File: config.mk
export PLATFORM = sky130hd
export DESIGN_NAME = ucie_ctl_sb_tx
export DESIGN_NICKNAME = d
export VERILOG_FILES = /design/src/rtl/ucie_ctl_sb_pkg.sv /design/src/rtl/ucie_ctl_sb_tx_serializer.sv /design/src/rtl/ucie_ctl_sb_tx.sv
export SDC_FILE = /design/constraint.sdc
export NUM_CORES = 1
export LEC_CHECK = 0
export BUFFER_PORTS_ARGS = -buffer_cell sky130_fd_sc_hd__buf_2
export CORE_MARGIN = 1.5
export CORE_UTILIZATION = 38
export CTS_CLUSTER_DIAMETER = 40
export DETAILED_ROUTE_END_ITERATION = 8
export GPL_TIMING_DRIVEN = 0
export SYNTH_ARGS = -nofsm -noshare
export SYNTH_HDL_FRONTEND = slang
export SYNTH_SLANG_ARGS = --single-unit
File: constraint.sdc
create_clock -name i_clk -period 7.9 [get_ports i_clk]
set_clock_uncertainty 0.15 [all_clocks]
set_input_delay 0.79 -clock i_clk [delete_from_list [all_inputs] [get_ports i_clk]]
set_output_delay 0.79 -clock i_clk [all_outputs]
set_load 0.01 [all_outputs]
File: src/rtl/ucie_ctl_sb_pkg.sv
// Shared sideband definitions: opcodes, endpoint ids, RDI decode table, header layout.
// Pure definitions, no timing.
// The receiver's decoder imports this too, so field positions live only here.
package ucie_ctl_sb_pkg;

    localparam logic [4:0] MSG_NODATA = 5'b10010;
    localparam logic [4:0] MSG_DATA   = 5'b11011;
    localparam logic [2:0] SB_SRCID   = 3'b001;
    localparam logic [2:0] SB_DSTID   = 3'b101;

    localparam logic [4:0] DEC_REQ_ACTIVE    = 5'd1;
    localparam logic [4:0] DEC_REQ_L1        = 5'd2;
    localparam logic [4:0] DEC_RSP_ACTIVE    = 5'd3;
    localparam logic [4:0] DEC_REQ_LINKRESET = 5'd4;
    localparam logic [4:0] DEC_RSP_L1        = 5'd5;
    localparam logic [4:0] DEC_ADV_CAP       = 5'd8;

    typedef enum logic [1:0] {
        ST_IDLE = 2'd0,
        ST_HDR  = 2'd1,
        ST_DATA = 2'd2
    } sb_state_e;

    typedef struct packed {
        logic        supported;
        logic        has_data;
        logic [7:0]  msgcode;
        logic [7:0]  msgsubcode;
        logic [15:0] msginfo;
    } sb_dec_t;

    function automatic sb_dec_t sb_decode(input logic [4:0] dec);
        sb_dec_t d;
        d = '0;
        case (dec)
            DEC_REQ_ACTIVE:    d = '{1'b1, 1'b0, 8'h01, 8'h01, 16'h0000};
            DEC_REQ_L1:        d = '{1'b1, 1'b0, 8'h01, 8'h04, 16'h0000};
            DEC_RSP_ACTIVE:    d = '{1'b1, 1'b0, 8'h02, 8'h01, 16'h0000};
            DEC_REQ_LINKRESET: d = '{1'b1, 1'b0, 8'h01, 8'h09, 16'h0000};
            DEC_RSP_L1:        d = '{1'b1, 1'b0, 8'h02, 8'h04, 16'h0000};
            DEC_ADV_CAP:       d = '{1'b1, 1'b1, 8'h05, 8'h02, 16'h0001};
            default:           d = '0;
        endcase
        return d;
    endfunction

    // cp covers the header with both parity bits still zero; dp is supplied by the caller.
    function automatic logic [63:0] sb_build_hdr(input sb_dec_t d, input logic dp);
        logic [63:0] h;
        h        = '0;
        h[4:0]   = d.has_data ? MSG_DATA : MSG_NODATA;
        h[21:14] = d.msgcode;
        h[31:29] = SB_SRCID;
        h[39:32] = d.msgsubcode;
        h[55:40] = d.msginfo;
        h[58:56] = SB_DSTID;
        h[62]    = ^h;
        h[63]    = dp;
        return h;
    endfunction

endpackage

File: src/rtl/ucie_ctl_sb_tx_serializer.sv
// Holds one 128-bit sideband packet and walks it out N bits per beat, LSB first.
// Latency: beat 0 is presented the cycle after i_load.
// Backpressure: none; the owner advances only while it has a credit-cleared packet in flight.
module ucie_ctl_sb_tx_serializer #(
    parameter int N  = 32,
    parameter int BW = $clog2(128 / N)
) (
    input  logic          i_clk,
    input  logic          i_rst,
    input  logic          i_load,
    input  logic [127:0]  i_pkt,
    input  logic          i_adv,
    output logic [N-1:0]  o_beat,
    output logic [BW-1:0] o_beat_idx
);

    localparam int BEATS = 128 / N;

    logic [BEATS-1:0][N-1:0] pkt_q;
    logic [BW-1:0]           cnt_q;

    always_ff @(posedge i_clk) begin
        if (!i_rst) begin
            pkt_q <= '0;
            cnt_q <= '0;
        end else if (i_load) begin
            pkt_q <= i_pkt;
            cnt_q <= '0;
        end else if (i_adv) begin
            cnt_q <= cnt_q + 1'b1;
        end
    end

    // The low bits index the beat within a phase; the MSB selects header vs data.
    assign o_beat     = pkt_q[cnt_q];
    assign o_beat_idx = cnt_q;

endmodule

File: src/rtl/ucie_ctl_sb_tx.sv
// RDI sideband transmitter: decode lookup, header/data build with parity, credit-gated serialization.
// Latency: first beat on o_lp_cfg the cycle after accept; packets go out without bubbles.
// Backpressure: o_lp_sb_ready only in IDLE with a credit held; one credit per packet, returned by i_pl_cfg_crd.
module ucie_ctl_sb_tx
    import ucie_ctl_sb_pkg::*;
#(
    parameter int N        = 32,
    parameter int CRD_INIT = 4,
    parameter int CRD_W    = 3
) (
    input  logic         i_clk,
    input  logic         i_rst,
    input  logic         i_valid_lp_sb,
    input  logic [4:0]   i_lp_sb_decode,
    input  logic [31:0]  i_lp_adv_cap_value,
    output logic         o_lp_sb_ready,
    input  logic         i_pl_cfg_crd,
    output logic         o_lp_cfg_vld,
    output logic [N-1:0] o_lp_cfg,
    output logic         o_sb_encode_error,
    output logic         o_tx_busy
);

    localparam int BPP = 64 / N;
    localparam int BW  = $clog2(128 / N);
    localparam logic [BW-1:0]    LAST_HDR  = BW'(BPP - 1);
    localparam logic [BW-1:0]    LAST_DATA = BW'(2 * BPP - 1);
    localparam logic [CRD_W-1:0] CRD_MAX   = '1;

    sb_state_e        state_q;
    logic [CRD_W-1:0] credit_q;
    logic             has_data_q;
    logic             enc_err_q;

    sb_dec_t          dec;
    logic             accept;
    logic             accept_ok;
    logic             accept_bad;
    logic [63:0]      hdr;
    logic [63:0]      data;
    logic [BW-1:0]    beat_idx;
    logic [N-1:0]     beat;

    assign dec        = sb_decode(i_lp_sb_decode);
    assign data       = {32'h0, i_lp_adv_cap_value};
    assign hdr        = sb_build_hdr(dec, dec.has_data & (^data));

    // Ready is gated by i_rst so no request can be taken while reset is held.
    assign o_lp_sb_ready = i_rst && (state_q == ST_IDLE) && (credit_q != '0);
    assign accept        = i_valid_lp_sb && o_lp_sb_ready;
    assign accept_ok     = accept && dec.supported;
    assign accept_bad    = accept && !dec.supported;

    always_ff @(posedge i_clk) begin
        if (!i_rst) begin
            state_q    <= ST_IDLE;
            has_data_q <= 1'b0;
            enc_err_q  <= 1'b0;
        end else begin
            enc_err_q <= accept_bad;
            case (state_q)
                ST_IDLE: begin
                    if (accept_ok) begin
                        state_q    <= ST_HDR;
                        has_data_q <= dec.has_data;
                    end
                end
                ST_HDR: begin
                    if (beat_idx == LAST_HDR) begin
                        state_q <= has_data_q ? ST_DATA : ST_IDLE;
                    end
                end
                ST_DATA: begin
                    if (beat_idx == LAST_DATA) begin
                        state_q <= ST_IDLE;
                    end
                end
                default: state_q <= ST_IDLE;
            endcase
        end
    end

    // A return and a consume in the same cycle cancel; returns beyond the counter max are dropped.
    always_ff @(posedge i_clk) begin
        if (!i_rst) begin
            credit_q <= CRD_W'(CRD_INIT);
        end else begin
            case ({i_pl_cfg_crd, accept_ok})
                2'b10: begin
                    if (credit_q != CRD_MAX) begin
                        credit_q <= credit_q + 1'b1;
                    end
                end
                2'b01:   credit_q <= credit_q - 1'b1;
                default: credit_q <= credit_q;
            endcase
        end
    end

    ucie_ctl_sb_tx_serializer #(
        .N  (N),
        .BW (BW)
    ) u_ser (
        .i_clk      (i_clk),
        .i_rst      (i_rst),
        .i_load     (accept_ok),
        .i_pkt      ({data, hdr}),
        .i_adv      (state_q != ST_IDLE),
        .o_beat     (beat),
        .o_beat_idx (beat_idx)
    );

    assign o_lp_cfg_vld      = (state_q != ST_IDLE);
    assign o_tx_busy         = (state_q != ST_IDLE);
    assign o_lp_cfg          = o_lp_cfg_vld ? beat : '0;
    assign o_sb_encode_error = enc_err_q;

endmodule

# Word level (Yosys, flattened, before mapping)
# Index checks and enable logic that the tools add are counted.
[op_classes]
n_eq_ne = 17
add_sub_neg = 3
muxes = 12
n_bitwise = 2
magnitude_cmp = 1
reduce_logical = 16
[ops]
columns = ["cell", "n"]
rows = [
  ["34-bit one-hot mux with 6 select lines", 1],
  ["64-bit XOR reduction", 2],
  ["32-bit binary-select mux with 2-bit select", 1],
  ["32-bit 2-to-1 mux", 2],
  ["5-bit by 2-bit equality test with 1-bit output (second input constant)", 2],
  ["5-bit by 3-bit equality test with 1-bit output (second input constant)", 2],
  ["2-bit 2-to-1 mux", 4],
  ["2-bit inequality test (second input constant)", 4],
  ["2-bit by 1-bit equality test with 1-bit output (second input constant)", 3],
  ["2-bit equality test (second input constant)", 3],
  ["2-bit one-hot mux with 3 select lines", 1],
  ["3-bit one-hot mux with 2 select lines", 1],
  ["5-bit by 1-bit equality test with 1-bit output (second input constant)", 1],
  ["5-bit by 4-bit equality test with 1-bit output (second input constant)", 1],
  ["1-bit logical AND", 5],
  ["4-bit 2-to-1 mux", 1],
  ["2-bit AND reduction", 2],
  ["2-bit nonzero test", 2],
  ["3-bit by 1-bit adder with 3-bit output (second input constant)", 1],
  ["2-bit by 3-bit < comparator with 1-bit output (second input constant)", 1],
  ["3-bit 2-to-1 mux", 1],
  ["3-bit inequality test (second input constant)", 1],
  ["3-bit AND reduction", 1],
  ["3-bit nonzero test", 1],
  ["7 further kinds", 7],
]
[word_totals]
elab_cells = 59
output_inout_bits = 36
regBits = 83

# Depth between registers and ports, before layout
[logic_depth]
word_depth = 8
depth_mapped = 10
mapped_depth_nobuf = 9

# By module
# Synthesis repeated with hierarchy kept, for this count alone.
[hier_totals]
cells_unflattened = 600
hier_area_um2 = 6824.0
[by_module_without_submodules]
columns = ["mod", "seq_area_each_um2", "cells_each", "area_per_inst_um2", "instances"]
rows = [
  ["ucie_ctl_sb_tx_serializer", 2602.5, 461, 5769.3, 1],
  ["ucie_ctl_sb_tx", 140.1, 139, 1054.8, 1],
]

# Worst setup path after synthesis
# Ideal clock, no wire load.
[synth_timing]
kind = "input -> register"
start = "input port i_lp_sb_decode[1]"
end = "register credit_q[2]"
path_buffers = 1
arrival_time_ns = 2.930
required_time_ns = 7.620
slack_ns = 4.690
stages = 10
path_cell_list = "buf_4 or4b_4 o311a_4 nor3_2 nand2b_1 fa_1 nor2b_1 mux2i_1 xor2_1 nand2_1"
[synth_between]
elab_chain_cells = 6
word_cells_on_any_way = 14
cone_classes = "eq/ne: 9; mux: 2; reduce/logical: 3"
[synth_lines]
columns = ["item", "line_no", "rtl"]
rows = [
  ["start: declaration", "ucie_ctl_sb_tx.sv:14", "input logic [4:0] i_lp_sb_decode,"],
  ["5-bit by 4-bit equality test with 1-bit output, or another cell as far along", "ucie_ctl_sb_pkg.sv:35", "case (dec)"],
  ["34-bit one-hot mux with 6 select lines *", "ucie_ctl_sb_pkg.sv:35", ""],
  ["1-bit logical AND *", "ucie_ctl_sb_tx.sv:51", "assign accept_ok = accept && dec.supported;"],
  ["2-bit equality test or 2-bit by 1-bit equality test with 1-bit output (tied branches)", "ucie_ctl_sb_tx.sv:88", "case ({i_pl_cfg_crd, accept_ok})"],
  ["2-bit inequality test (no line) or 2-bit nonzero test (tied branches)", "--", ""],
  ["2-bit AND reduction (no line)", "--", ""],
  ["end signal: assignment", "ucie_ctl_sb_tx.sv:86", "credit_q <= CRD_W'(CRD_INIT);"],
  ["end signal: assignment", "ucie_ctl_sb_tx.sv:91", "credit_q <= credit_q + 1'b1;"],
  ["end signal: assignment", "ucie_ctl_sb_tx.sv:94", "2'b01: credit_q <= credit_q - 1'b1;"],
  ["end: declaration", "ucie_ctl_sb_tx.sv:31", "logic [CRD_W-1:0] credit_q;"],
]
# Mark *: on every way between the ends. The rest lies on a longest branch, timed or not.
# A chain may end at the register's enable or synchronous reset.

# Worst setup path in the final report
[layout_timing]
start = "register state_q[0]"
end = "output port o_lp_cfg[13]"
[layout_between]
elab_chain_cells = 2
[layout_lines]
columns = ["item", "line_no", "rtl"]
rows = [
  ["start: declaration", "ucie_ctl_sb_tx.sv:30", "sb_state_e state_q;"],
  ["start signal: assignment", "ucie_ctl_sb_tx.sv:70", "state_q <= has_data_q ? ST_DATA : ST_IDLE;"],
  ["2-bit nonzero test", "ucie_ctl_sb_tx.sv:113", "assign o_lp_cfg_vld = (state_q != ST_IDLE);"],
  ["32-bit 2-to-1 mux", "ucie_ctl_sb_tx.sv:115", "assign o_lp_cfg = o_lp_cfg_vld ? beat : '0;"],
  ["end: declaration", "ucie_ctl_sb_tx.sv:19", "output logic [N-1:0] o_lp_cfg,"],
]
# No other way between the ends.

==> results.toml <==
[synth]
syn_inst = 341
synthTopCellsByCount = "nand2_1, dfxtp_1, nand3_1, xnor2_1, nor2_1"
synth_ff_type = "dfxtp_1"
synth_area_leaders = "dfxtp_1, nand2_1, xnor2_1"
synth_top_cell_by_area = "dfxtp_1"
yosysMostFrequentCell = "nand2_1"
ys_types = 39
synth.top_cell.area_share_pct = 38.2
synth_edf_count = 0
ys_seq_elements = 50
synth.avg_cell_area_um2 = 7.68
ys_seq_area_share_pct = 38.2
synth-async-reset-ratio_pct = 0
yosys_warnings = 0
syn_nets = 385
synth_area_um2 = 2620

[sta]
fin_crit_ps = 3490
drv_slew = 0
relSlewSlack_pct = 16.9
rsz0062_at_grt = "no"
fin_crit_sh_pct = 44.2
worst_slew_pin_slew_ps = 1240
finalHoldViolations = 0
fmax_mhz = 286
tns_ps = 0
setup_viol = 0

[grt]
antenna_found_initial = 0
grtUsageTotal_pct = 18.6
overflow = 0
grt_max_degree = 15
grt_pass1_wl_um = 10900
grt_pass1_vias = 2383

[power_and_ir_drop]
powerDensity_nw_per_um2 = 171
peakVddDrop_uv = 82.7
p_leak_nw = 1.46
finalPower_w = 0.000547

[routing]
drc = 0
num_vias = 2544
routed_wl_um = 6580
drt_first_iter_violations = 172
first_pass_iters = 4
viasPerCell = 5.09
ant_nets = 0
wl_per_cell_um = 13.2

[cells_and_area]
area_growth_pct = 21.9
diodes = 0
final_layout_size_suffix_gt1_share_pct = 22.1
nets = 464

[clock_tree]
cts_tree = "built"
ctsRootBufferMaster = "clkbuf_8"
post_cts_buffers = 0
cts.clk_slew.worst_paths_ps = 90
post_cts_resized = 0
ctsHoldBuffers = 0
htree_num_levels = 2
cts_made_buffers = 5
clockBufferDepth = 2
insertion_delay_ps = 300
clock_sinks = 50

[hold_path]
worstHoldPathCells = 2
min_from = "u_ser.pkt_q[76]"
worstHoldEndpoint = "u_ser.pkt_q[76]"
hold_path.class = "reg2reg"

[setup_path]
r2r_cells = 9
critPathCaptureType = "primary output"
crit_chain = "nor2_1 > nor3_1 > clkbuf_1 > and2_1 > buf_2"
max_stage_delay_ps = 960
critPathSlowestCell = "nor3_1"
worstReg2RegStart = "state_q[0]"
cp_num_cells = 5
startpoint = "state_q[0]"
cp.arrival_ps = 2550
critical_path.max_fanout = 10
critPathKind = "reg2out"
required_ps = 6960
start_kind = "flop"
reg2reg_to = "credit_q[2]"
crit_family = "simple AND/OR/NAND/NOR gates"
r2r_setup_slack_ps = 4870
path_buf_inv = 2

[place]
port_buffers = 72
gp_congestion = 0.785
hpwl_um = 4860

[floorplan]
floorplan.initialDensity_pct = 39.0
core_um2 = 6720
die_width_um = 86.0
die_h_um = 86.0
die_area_um2 = 7400
rows = 30
ios = 77

[flow_run]
cap_violations = 0

[status]
status = "finished, final reports clean"
==> kinds of logic (layout without fill, tap and decap cells) <==
kind of cell	after synthesis	in the layout	synth area share, %
AOI/OAI and AO/OA	34	34	8.64
xor gates and xnor gates	36	36	12.0
adders and majority gates	3	3	1.72
buffers and inverters	28	107	4.73
DFF	50	50	38.2
muxes	5	5	2.05
and+or+nand+nor	185	185	32.6
==> per-layer routing <==
metal  up-vias  track usage, %  wire length, um
met1      1201            24.1             3080
met3         6            3.95              378
met4         0            4.84               58
met5         -               0                0
met2        65            31.4             3060
li1       1272               -                -
==> layout by cell type (no fill, tap or decap), types with 2 or more instances in the layout <==
cell type  count
dfxtp_1       50
ha_1           2
or3_1          3
buf_1          5
clkbuf_1      13
nand2_1       84
nor2_1        24
nand2b_1       2
buf_4          2
inv_1          4
a21boi_0       4
and2_1        19
nor2b_1        4
buf_2         75
nand3_1       39
clkbuf_8       6
nor3_1         2
xnor2_1       31
a22oi_1        4
o21ai_0        4
xor2_1         5
a21oi_1       15
mux2i_1        4
or3b_2         2
==> worst max-delay path by stage <==
stage | endpoint | slack (ps)
finish | o_lp_cfg[13] | 4410
global route | o_lp_cfg[19] | 4240
CTS | o_lp_cfg[13] | 4440
detailed placement | credit_q[2] | 4240
global placement | credit_q[2] | 4260
floorplan | credit_q[2] | 4690
==> layout make-up <==
class / count / area, um2
Buffer: 24 / 109
Clock buffer: 6 / 82.6
Clock inverter: 1 / 30.0
Fill cell: 715 / 3530
Inverter: 4 / 15.0
Multi-Input combinational cell: 263 / 1500
Sequential cell: 50 / 1000
Tap cell: 80 / 100
Timing Repair Buffer: 72 / 360
==> flip-flops by register name, summed over array words and instances (netlist names) <==
signal             flops
has_data_q             1
u_ser.pkt_q           41
state_q                2
credit_q               3
o_sb_encode_error      1
u_ser.o_beat_idx       2
==> power breakdown <==
part | switching (W) | internal [W]
registers | 0.00000517 | 0.000261
clock network | 0.0000828 | 0.000101
logic | 0.0000499 | 0.0000470
total | 0.000138 | 0.000409
==> through the flow <==
step | hold WS [ps] | setup slack (ps) | instances | cell area [um2] | utilization (%)
after floorplan | 279 | 4690 | 341 | 2620 | -
after global placement | 287 | 4260 | 493 | 3080 | 45.8
after detailed placement | 291 | 4240 | 493 | 3080 | 45.8
after CTS | 305 | 4440 | 500 | 3190 | 47.5
after global routing | 324 | 4240 | 500 | 3190 | 47.5
final | 303 | 4410 | 500 | 3190 | 47.5
==> worst reg2reg max path: stages (launching register included) <==
cell and delay [ps]:
dfxtp_1 340, nor2_1 410, nand4_1 330, nor3_2 620, nand2b_1 140, fa_1 400
nor2b_1 140, mux2i_1 150, xor2_1 160, nand2_1 60
Power figures use the tool's default switching activity.
